## src/rtl/lbp_engine_param_if.sv

```systemverilog
// lbp_engine_param_if: bundles the controller handshake (start/busy/finish),
// the gray-memory read port and the LBP-memory write port of the LBP engine.
// master = engine side, slave = controller/memory side.
interface lbp_engine_param_if #(
  parameter int ADDR_W = 6,
  parameter int PIX_W  = 8
);
  logic              start;
  logic              busy;
  logic              finish;
  logic              gray_req;
  logic [ADDR_W-1:0] gray_addr;
  logic [PIX_W-1:0]  gray_data;
  logic              lbp_write;
  logic [ADDR_W-1:0] lbp_addr;
  logic [7:0]        lbp_data;
  logic              lbp_uniform;

  modport master (
    input  start, gray_data,
    output busy, finish, gray_req, gray_addr,
           lbp_write, lbp_addr, lbp_data, lbp_uniform
  );

  modport slave (
    output start, gray_data,
    input  busy, finish, gray_req, gray_addr,
           lbp_write, lbp_addr, lbp_data, lbp_uniform
  );
endinterface

```

## src/rtl/lbp_engine_param.sv

```systemverilog
// lbp_engine_param: streams 3x3 windows out of a row-major gray memory
// (1-cycle read latency), one column (top, mid, bottom) at a time, and writes
// one 8-bit LBP code per interior pixel. BORDER_MODE=1 appends 0x00 writes to
// every border address. Optional macro LBP_UNIFORM_EN adds the uniform flag.
//
// state   | meaning
// --------+-----------------------------------------------------------
// IDLE    | after reset, waiting for start
// FILL    | reading columns 0 and 1 of rows r-1..r+1
// RUN     | reading column c+1, one LBP write per column
// DRAIN   | last read issued, waiting for the final interior write
// BORDER  | one 0x00 write per cycle to each border address
// DONE    | frame complete, finish held until the next start
module lbp_engine_param #(
  parameter int IMG_W       = 8,
  parameter int IMG_H       = 8,
  parameter int PIX_W       = 8,
  parameter int ADDR_W      = 6,
  parameter int BORDER_MODE = 0
) (
  input  logic                clk,
  input  logic                reset,
  lbp_engine_param_if.master  bus
);

  typedef enum logic [2:0] {
    S_IDLE, S_FILL, S_RUN, S_DRAIN, S_BORDER, S_DONE
  } state_t;

  localparam logic [ADDR_W-1:0] W_A      = ADDR_W'(IMG_W);
  localparam logic [ADDR_W-1:0] LAST_COL = ADDR_W'(IMG_W - 1);
  localparam logic [ADDR_W-1:0] LAST_MID = ADDR_W'(IMG_H - 2);
  localparam logic [ADDR_W-1:0] LAST_ROW = ADDR_W'(IMG_H - 1);

  state_t            state_q, state_d;
  logic [ADDR_W-1:0] row_q, row_d;
  logic [ADDR_W-1:0] col_q, col_d;
  logic [1:0]        sel_q, sel_d;
  logic              finish_q, finish_d;
  logic              gray_req;
  logic [ADDR_W-1:0] rd_row;

  // read in flight: describes the data arriving on gray_data this cycle
  logic              rd_vld_q, rd_vld_d;
  logic [1:0]        rd_sel_q, rd_sel_d;
  logic              rd_wr_q, rd_wr_d;
  logic [ADDR_W-1:0] rd_waddr_q, rd_waddr_d;

  logic [PIX_W-1:0]  win_q [3][3];
  logic [PIX_W-1:0]  win_d [3][3];
  logic [PIX_W-1:0]  hold_t_q, hold_t_d;
  logic [PIX_W-1:0]  hold_m_q, hold_m_d;
  logic [7:0]        code;

  logic              wr_fire;
  logic              bord;
  logic              lbp_write_q, lbp_write_d;
  logic [ADDR_W-1:0] lbp_addr_q, lbp_addr_d;
  logic [7:0]        lbp_data_q, lbp_data_d;

  // FSM next state, scan counters and read strobe
  always_comb begin
    state_d  = state_q;
    row_d    = row_q;
    col_d    = col_q;
    sel_d    = sel_q;
    gray_req = 1'b0;
    finish_d = (state_q == S_DONE) && !bus.start;
    case (state_q)
      S_IDLE, S_DONE: begin
        if (bus.start) begin
          state_d = S_FILL;
          row_d   = ADDR_W'(1);
          col_d   = '0;
          sel_d   = 2'd0;
        end
      end
      S_FILL: begin
        gray_req = 1'b1;
        if (sel_q == 2'd2) begin
          sel_d = 2'd0;
          if (col_q == ADDR_W'(1)) begin
            col_d   = ADDR_W'(2);
            state_d = S_RUN;
          end else begin
            col_d = col_q + ADDR_W'(1);
          end
        end else begin
          sel_d = sel_q + 2'd1;
        end
      end
      S_RUN: begin
        gray_req = 1'b1;
        if (sel_q == 2'd2) begin
          sel_d = 2'd0;
          if (col_q == LAST_COL) begin
            col_d = '0;
            if (row_q == LAST_MID) begin
              state_d = S_DRAIN;
            end else begin
              row_d   = row_q + ADDR_W'(1);
              state_d = S_FILL;
            end
          end else begin
            col_d = col_q + ADDR_W'(1);
          end
        end else begin
          sel_d = sel_q + 2'd1;
        end
      end
      S_DRAIN: begin
        // nothing in flight and the last write on the bus: it retires now
        if (!rd_vld_q && lbp_write_q) begin
          if (BORDER_MODE == 1) begin
            state_d = S_BORDER;
            row_d   = '0;
            col_d   = '0;
          end else begin
            state_d = S_DONE;
          end
        end
      end
      S_BORDER: begin
        if (row_q == '0 || row_q == LAST_ROW) begin
          if (col_q == LAST_COL) begin
            if (row_q == LAST_ROW) begin
              state_d = S_DONE;
            end else begin
              row_d = row_q + ADDR_W'(1);
              col_d = '0;
            end
          end else begin
            col_d = col_q + ADDR_W'(1);
          end
        end else if (col_q == '0) begin
          col_d = LAST_COL;
        end else begin
          row_d = row_q + ADDR_W'(1);
          col_d = '0;
        end
      end
      default: state_d = S_IDLE;
    endcase
  end

  // read address and tags for the read being issued
  always_comb begin
    rd_row     = row_q + ADDR_W'(sel_q) - ADDR_W'(1);
    rd_vld_d   = gray_req;
    rd_sel_d   = sel_q;
    rd_wr_d    = (state_q == S_RUN);
    rd_waddr_d = row_q * W_A + col_q - ADDR_W'(1);
  end

  // capture returning pixels; a bottom pixel completes a column and shifts the window
  always_comb begin
    hold_t_d = hold_t_q;
    hold_m_d = hold_m_q;
    win_d    = win_q;
    if (rd_vld_q) begin
      case (rd_sel_q)
        2'd0: hold_t_d = bus.gray_data;
        2'd1: hold_m_d = bus.gray_data;
        default: begin
          for (int i = 0; i < 3; i++) begin
            win_d[i][0] = win_q[i][1];
            win_d[i][1] = win_q[i][2];
          end
          win_d[0][2] = hold_t_q;
          win_d[1][2] = hold_m_q;
          win_d[2][2] = bus.gray_data;
        end
      endcase
    end
  end

  // LBP code from the window as it will look after this cycle's shift
  always_comb begin
    code[0] = win_d[0][0] >= win_d[1][1];
    code[1] = win_d[0][1] >= win_d[1][1];
    code[2] = win_d[0][2] >= win_d[1][1];
    code[3] = win_d[1][0] >= win_d[1][1];
    code[4] = win_d[1][2] >= win_d[1][1];
    code[5] = win_d[2][0] >= win_d[1][1];
    code[6] = win_d[2][1] >= win_d[1][1];
    code[7] = win_d[2][2] >= win_d[1][1];
  end

  // write port: interior codes from the pipeline, zeros during BORDER
  always_comb begin
    wr_fire     = rd_vld_q && (rd_sel_q == 2'd2) && rd_wr_q;
    bord        = (state_q == S_BORDER);
    lbp_write_d = wr_fire || bord;
    lbp_addr_d  = lbp_addr_q;
    lbp_data_d  = lbp_data_q;
    if (wr_fire) begin
      lbp_addr_d = rd_waddr_q;
      lbp_data_d = code;
    end else if (bord) begin
      lbp_addr_d = row_q * W_A + col_q;
      lbp_data_d = 8'h00;
    end
  end

  // control and pipeline registers
  always_ff @(posedge clk or negedge reset) begin
    if (!reset) begin
      state_q     <= S_IDLE;
      row_q       <= '0;
      col_q       <= '0;
      sel_q       <= 2'd0;
      finish_q    <= 1'b0;
      rd_vld_q    <= 1'b0;
      rd_sel_q    <= 2'd0;
      rd_wr_q     <= 1'b0;
      rd_waddr_q  <= '0;
      hold_t_q    <= '0;
      hold_m_q    <= '0;
      lbp_write_q <= 1'b0;
      lbp_addr_q  <= '0;
      lbp_data_q  <= '0;
    end else begin
      state_q     <= state_d;
      row_q       <= row_d;
      col_q       <= col_d;
      sel_q       <= sel_d;
      finish_q    <= finish_d;
      rd_vld_q    <= rd_vld_d;
      rd_sel_q    <= rd_sel_d;
      rd_wr_q     <= rd_wr_d;
      rd_waddr_q  <= rd_waddr_d;
      hold_t_q    <= hold_t_d;
      hold_m_q    <= hold_m_d;
      lbp_write_q <= lbp_write_d;
      lbp_addr_q  <= lbp_addr_d;
      lbp_data_q  <= lbp_data_d;
    end
  end

  // 3x3 window registers
  always_ff @(posedge clk or negedge reset) begin
    if (!reset) begin
      for (int i = 0; i < 3; i++) begin
        for (int j = 0; j < 3; j++) begin
          win_q[i][j] <= '0;
        end
      end
    end else begin
      win_q <= win_d;
    end
  end

`ifdef LBP_UNIFORM_EN
  logic [7:0] ring;
  logic [7:0] ring_diff;
  logic       uni_calc;
  logic       lbp_uniform_q, lbp_uniform_d;

  // transitions around the circle TL,T,TR,R,BR,B,BL,L back to TL
  always_comb begin
    ring          = {code[3], code[5], code[6], code[7], code[4], code[2], code[1], code[0]};
    ring_diff     = ring ^ {ring[0], ring[7:1]};
    uni_calc      = ($countones(ring_diff) <= 2);
    lbp_uniform_d = lbp_uniform_q;
    if (wr_fire) begin
      lbp_uniform_d = uni_calc;
    end else if (bord) begin
      lbp_uniform_d = 1'b1;
    end
  end

  // uniform flag registered alongside lbp_data
  always_ff @(posedge clk or negedge reset) begin
    if (!reset) begin
      lbp_uniform_q <= 1'b0;
    end else begin
      lbp_uniform_q <= lbp_uniform_d;
    end
  end

  assign bus.lbp_uniform = lbp_uniform_q;
`else
  assign bus.lbp_uniform = 1'b0;
`endif

  assign bus.busy      = (state_q != S_IDLE) && !finish_q;
  assign bus.finish    = finish_q;
  assign bus.gray_req  = gray_req;
  assign bus.gray_addr = gray_req ? (rd_row * W_A + col_q) : '0;
  assign bus.lbp_write = lbp_write_q;
  assign bus.lbp_addr  = lbp_addr_q;
  assign bus.lbp_data  = lbp_data_q;

endmodule

```

## src/flat_wrapper.sv

```systemverilog
// flat-port wrapper written by rule: the top's interface ports become plain ports
module lbp_engine_param_flat 
#(
  parameter int IMG_W       = 8,
  parameter int IMG_H       = 8,
  parameter int PIX_W       = 8,
  parameter int ADDR_W      = 6,
  parameter int BORDER_MODE = 0
)
  (clk, reset, bus_start, bus_gray_data, bus_busy, bus_finish, bus_gray_req, bus_gray_addr, bus_lbp_write, bus_lbp_addr, bus_lbp_data, bus_lbp_uniform);
  lbp_engine_param_if #(.ADDR_W(ADDR_W), .PIX_W(PIX_W)) bus_i ();
  input  logic clk;
  input  logic reset;
  input wire logic [$bits(bus_i.start)-1:0] bus_start;
  input wire logic [$bits(bus_i.gray_data)-1:0] bus_gray_data;
  output wire logic [$bits(bus_i.busy)-1:0] bus_busy;
  output wire logic [$bits(bus_i.finish)-1:0] bus_finish;
  output wire logic [$bits(bus_i.gray_req)-1:0] bus_gray_req;
  output wire logic [$bits(bus_i.gray_addr)-1:0] bus_gray_addr;
  output wire logic [$bits(bus_i.lbp_write)-1:0] bus_lbp_write;
  output wire logic [$bits(bus_i.lbp_addr)-1:0] bus_lbp_addr;
  output wire logic [$bits(bus_i.lbp_data)-1:0] bus_lbp_data;
  output wire logic [$bits(bus_i.lbp_uniform)-1:0] bus_lbp_uniform;
  assign bus_i.start = bus_start;
  assign bus_i.gray_data = bus_gray_data;
  assign bus_busy = bus_i.busy;
  assign bus_finish = bus_i.finish;
  assign bus_gray_req = bus_i.gray_req;
  assign bus_gray_addr = bus_i.gray_addr;
  assign bus_lbp_write = bus_i.lbp_write;
  assign bus_lbp_addr = bus_i.lbp_addr;
  assign bus_lbp_data = bus_i.lbp_data;
  assign bus_lbp_uniform = bus_i.lbp_uniform;
  lbp_engine_param #(.IMG_W(IMG_W), .IMG_H(IMG_H), .PIX_W(PIX_W), .ADDR_W(ADDR_W), .BORDER_MODE(BORDER_MODE)) u_core (.clk(clk), .reset(reset), .bus(bus_i));
endmodule
```

## config.mk

```make
export PLATFORM = sky130hd
export DESIGN_NAME = lbp_engine_param_flat
export DESIGN_NICKNAME = d
export VERILOG_FILES = /design/src/rtl/lbp_engine_param_if.sv /design/src/rtl/lbp_engine_param.sv /design/src/flat_wrapper.sv
export SDC_FILE = /design/constraint.sdc
export NUM_CORES = 1
export LEC_CHECK = 0
export CAP_MARGIN = 10
export CORE_AREA = 2 2 129 131
export CTS_CLUSTER_DIAMETER = 150
export DETAILED_ROUTE_END_ITERATION = 8
export DIE_AREA = 0 0 131 133
export DONT_BUFFER_PORTS = 1
export PLACE_DENSITY = 0.64
export SYNTH_ARGS = -nofsm -noshare
export SYNTH_HDL_FRONTEND = slang
export SYNTH_SLANG_ARGS = --single-unit
```

## constraint.sdc

```tcl
create_clock -name clk -period 5.6 [get_ports clk]
set_input_delay 0.56 -clock clk [delete_from_list [all_inputs] [get_ports clk]]
set_output_delay 0.56 -clock clk [all_outputs]
set_load 0.05 [all_outputs]
```

# Word-level counts from Yosys, hierarchy flattened
# Cells that the tools add are included.
[op_classes]
add_sub_neg = 8
reduce_logical = 28
muxes = 41
magnitude_cmp = 8
eq_ne = 26
[ops]
columns = ["operator", "n"]
rows = [
  ["2-to-1 mux 72 bit", 2],
  ["2-to-1 mux 6 bit", 19],
  ["greater-or-equal comparator 8 bit", 8],
  ["2-to-1 mux 3 bit", 10],
  ["case mux 6 bit (4 select lines)", 1],
  ["equality test 6 x 3 -> 1 bit, second input constant", 3],
  ["case mux 6 bit (3 select lines)", 1],
  ["2-to-1 mux 8 bit", 2],
  ["case mux 3 bit (5 select lines)", 1],
  ["!= test 2 bit, second input constant", 7],
  ["adder 6 x 1 -> 6 bit, second input constant", 2],
  ["adder 6 bit", 2],
  ["zero test 6 bit", 2],
  ["!= test 3 bit, second input constant", 3],
  ["AND reduction 9 bit", 1],
  ["AND reduction 8 bit", 1],
  ["equality test 3 x 2 -> 1 bit, second input constant", 2],
  ["equality test 3 bit, second input constant", 2],
  ["equality test 6 x 1 -> 1 bit, second input constant", 1],
  ["2-to-1 mux 2 bit", 3],
  ["!= test 2 x 1 -> 1 bit, second input constant", 3],
  ["AND reduction 2 bit", 3],
  ["nonzero test 3 bit", 2],
  ["OR reduction 2 bit", 3],
  ["other kinds (18)", 27],
]
[totals]
in_bits = 11
regBits = 131
out_inout_bits = 25
word_cells = 134

# Depth between registers and ports, before layout
[logic_depth]
ltp_word = 6
mapped_depth = 14
depth_no_buf = 10

# Worst setup path after synthesis
# Ideal clock, no wire load.
[synth_timing]
path_kind = "register to output"
from = "register u_core.row_q[1]"
to = "output port bus_gray_addr[5]"
path_slack_ns = 2.498
stages_incl_launch_ff = 11
required_ns = 5.040
n_path_buf = 0
t_arrival_ns = 2.542
path_cell_list = "dfrtp_1 inv_1 ha_1 inv_1 ha_1 inv_1 fa_1 xnor2_1 xnor2_1 xnor2_1 nor2_1"
[synth_between]
elab_chain_cells = 4
[synth_lines]
columns = ["element", "line", "text"]
rows = [
  ["start, declared", "lbp_engine_param.sv:36", "logic [ADDR_W-1:0] row_q, row_d;"],
  ["start signal, assigned", "lbp_engine_param.sv:224", "row_q <= row_d;"],
  ["adder 3 x 2 -> 3 bit", "lbp_engine_param.sv:148", "rd_row = row_q + ADDR_W'(sel_q) - ADDR_W'(1);"],
  ["subtractor 3 x 1 -> 3 bit", "lbp_engine_param.sv:148", ""],
  ["adder 6 bit", "lbp_engine_param.sv:289", "assign bus.gray_addr = gray_req ? (rd_row * W_A + col_q) : '0;"],
  ["2-to-1 mux 6 bit", "lbp_engine_param.sv:289", ""],
  ["end, declared", "flat_wrapper.sv:19", "output wire logic [$bits(bus_i.gray_addr)-1:0] bus_gray_addr;"],
]
# No other way between the ends.

# Worst setup path in the final report
# Ends and elaborated chain as after synthesis.

==> metrics.md <==
| Metric | Value |
|---|---|
| Antenna Nets Post-Route | `0` |
| GR Util met2 | `0.2962` |
| Initial Util | `0.4388` |
| H-tree levels | `4` |
| Number of enable flip-flop cells after synthesis | `0` |
| GRT Util Overall | `0.1933` |
| Placed cell areas | `slightly above 7000 um2` |
| DP HPWL | `~11,000 um` |
| Max-Slew Margin vs Limit | `0.2947` |
| Die width | `131 um` |
| CP Capture Type | `primary output` |
| Final Util | `0.4860` |
| Clock root cell | `clkbuf_16` |
| IO Pins | `36` |
| Core ar. | `around 16,000 um2` |
| Yosys warning count | `0` |
| WS Path Type | `reg2out` |
| Synth Instances | `740` |
| # rows | `47` |
| Top post-synthesis cells by area | `dfrtp_1 46%, ha_1 11%, nand2_1 11%` |
| Max-Cap Viols | `0` |
| Worst-Margin Slew | `approximately 1.1 ns` |
| CP max FO | `6` |
| GRT Residual Overflow | `0` |
| Final Instance Count excl. Fillers | `about 970` |
| Post-layout min period | `roughly 3.7 ns` |
| Final setup fails | `0` |
| CTS Buffer Depth | `2` |
| Die ar. | `17,420 um2` |
| Hold Worst Slack | `a little under 0.07 ns` |
| Ratio of cells with drive above 1 in the final layout | `0.08859` |
| Antenna violations before repair | `0` |
| Pins Over Slew Limit | `0` |
| I/O Buffers | `0` |
| Dpl cells | `slightly above 900` |
| Pwr Total | `5.111 mW` |
| ANT cells | `0` |
| Via-to-Cell Ratio | `approximately 5.4` |
| Setup TNS | `0 ns` |
| Drt total wl | `~16,000 um` |
| Final net count | `between 800 and 900` |
| Final WS setup | `approximately 1.9 ns` |
| CTS Hold Buffers Added | `1` |
| Leakage | `about 3.9 nW` |
| Async set-reset flop share out of synthesis | `1.000` |
| Synth Cell Area | `7097 um2` |
| First-pass GRT wire length | `roughly 26,000 um` |
| Critical Path AT | `3.19 ns` |
| Avg WL per Cell | `around 16 um` |
| Largest net degree at the start of global routing | `about 130` |
| Startpoint types | `flip-flop` |
| Count of cell types in the netlist | `65` |
| Setup Buffers After CTS | `0` |
| Max VDD drop | `291.3 uV` |
| Most Crowded Layer GR | `met2` |
| GPL Wtd Cong | `between 0.8 and 0.9` |
| Final period util | `0.6694` |
| Hold Path Class | `in2async` |
| Routing usage on met1 | `0.2575` |
| Pwr Density | `approximately 650 nW/um2` |
| RR Startpoint | `u_core.rd_vld_q` |
| Top cell type's share of synthesized area | `0.4619` |
| FF+latch count, synth | `around 130` |
| Avg Synthesized Cell Area | `between 9 and 10 um2` |
| Vias in the first global route | `about 5,100` |
| End of the worst register-to-register path | `u_core.bus.lbp_data[3]` |
| Clock sinks | `around 130` |
| RSZ-0062 raised after global routing | `no` |
| TritonCTS clock tree | `done` |
| Final Cell Area | `about 7900 um2` |
| Drt pass-1 iters | `5` |
| Dominant synthesized flop cell | `dfrtp_1` |
| Outcome | `finished, final reports clean` |
| Clock Pin Slew Worst Setup and Hold Paths | `approximately 0.060 ns` |
| Worst Clk Skew | `0.006913 ns` |
| Met3 Use GR | `0.05863` |
| CTS buffer count | `17` |
| Register area share after synthesis | `0.4619` |
| Post-CTS sizing | `0` |
| Worst-Skew Late Latency | `around 0.42 ns` |
| Synth area leader | `dfrtp_1` |
| Final hold vios | `0` |
| R2r setup slk | `between 2 and 2.5 ns` |
| P&R area growth vs syn | `10.75%` |
| Fmax | `approximately 270 MHz` |
| Synthesized net count | `815` |
| DRC Markers | `0` |
| Height of the die | `approximately 130 um` |
| Worst r2r path cells | `9` |
| Worst setup path startpoint | `u_core.row_q[1]` |
| CP required | `around 5 ns` |
| Initial drt markers | `~290` |
| Vias | `~5,200` |
| DP Worst Slack | `roughly 2.1 ns` |
==> report_power, final <==
group / internal [mW] / total (mW) / switching, mW
Combinational: 0.917 / 2.31 / 1.39
Sequential: 1.34 / 1.76 / 0.423
Clock: 0.635 / 1.04 / 0.401
Total: 2.89 / 5.11 / 2.22
==> state kept, by name (all words and copies together) (netlist names), 2 cells and up <==
signal / cells
u_core.col_q: 6
u_core.state_q: 3
u_core.row_q: 6
u_core.win_q: 72
u_core.rd_waddr_q: 6
u_core.rd_sel_d: 2
u_core.bus.lbp_addr: 6
u_core.hold_t_q: 8
u_core.bus.lbp_data: 8
u_core.hold_m_q: 8
u_core.rd_sel_q: 2
==> cell families after synthesis <==
logic type                 after synthesis  share of synthesized area
AOI/OAI and AO/OA                      122                     0.1234
xor gates and xnor gates                12                    0.01481
adders and majority gates               64                     0.1150
buffers and inverters                   74                    0.04196
DFF                                    131                     0.4619
muxes                                   39                    0.05836
other                                    1                  0.0005284
and+or+nand+nor                        297                     0.1841
==> per-layer routing <==
metal | vias to the layer above | wire length, um
li1 | 2550 | -
met5 | - | 0
met3 | 26 | 796
met1 | 2523 | 7367
met4 | 0 | 292
met2 | 95 | 7445
==> final cells by class <==
cell class / count / area, um2
clock inverters: 7 / 46.29
flip-flops and latches: 131 / 3278
repair buffers: 5 / 57.56
well taps: 220 / 275.3
multi-input cells: 535 / 3530
inverters: 42 / 157.7
fillers: 1461 / 8312
clock buffers: 25 / 515.5
==> cell usage after synthesis (4+ instances only) <==
cell      count
dfrtp_1     131
mux2i_1      20
ha_1         62
nor3b_1       4
a21o_1       13
a21oi_1      22
nor3_1        7
inv_1        42
xor2_1        5
o311ai_0      5
a31oi_1      14
nand2b_1      9
nand3_1       8
nand2_1     201
mux2_2       18
nor2_1       31
o21ai_0      17
nand3b_1      9
a211oi_1      5
and3_1        4
buf_2        10
nor4_1        4
clkbuf_1     19
o31ai_1       5
a41oi_1       6
o311a_1       4
xnor2_1       7
==> placed cells by master (no fill, tap or decap), types with 9 or more instances in the layout <==
cell type	n
nand2_1	200
mux2i_1	20
nand2b_1	9
dfrtp_1	131
mux2_2	18
ha_1	62
a21o_1	13
nor2_1	31
a21oi_1	22
clkbuf_16	17
a31oi_1	14
inv_1	42
nand3b_1	9
o21ai_0	17
==> how the worst max path moves through the flow <==
stage,endpoint,cells past startpoint
after floorplan,bus_gray_addr[5],10
after detailed placement,u_core.bus.lbp_data[3],9
final,bus_gray_addr[5],10
after CTS,bus_gray_addr[5],10
after global placement,u_core.bus.lbp_data[3],9
after global routing,bus_gray_addr[5],10
==> worst max-delay path: stages, from the launching register on <==
cell and delay (ns):
dfrtp_1 0.44, inv_1 0.14, ha_1 0.29, inv_1 0.04, ha_1 0.26, inv_1 0.05
fa_1 0.41, xnor2_1 0.22, xnor2_1 0.16, xnor2_1 0.08, nor2_1 0.67
Note: power is estimated with default switching activity, not from simulation.
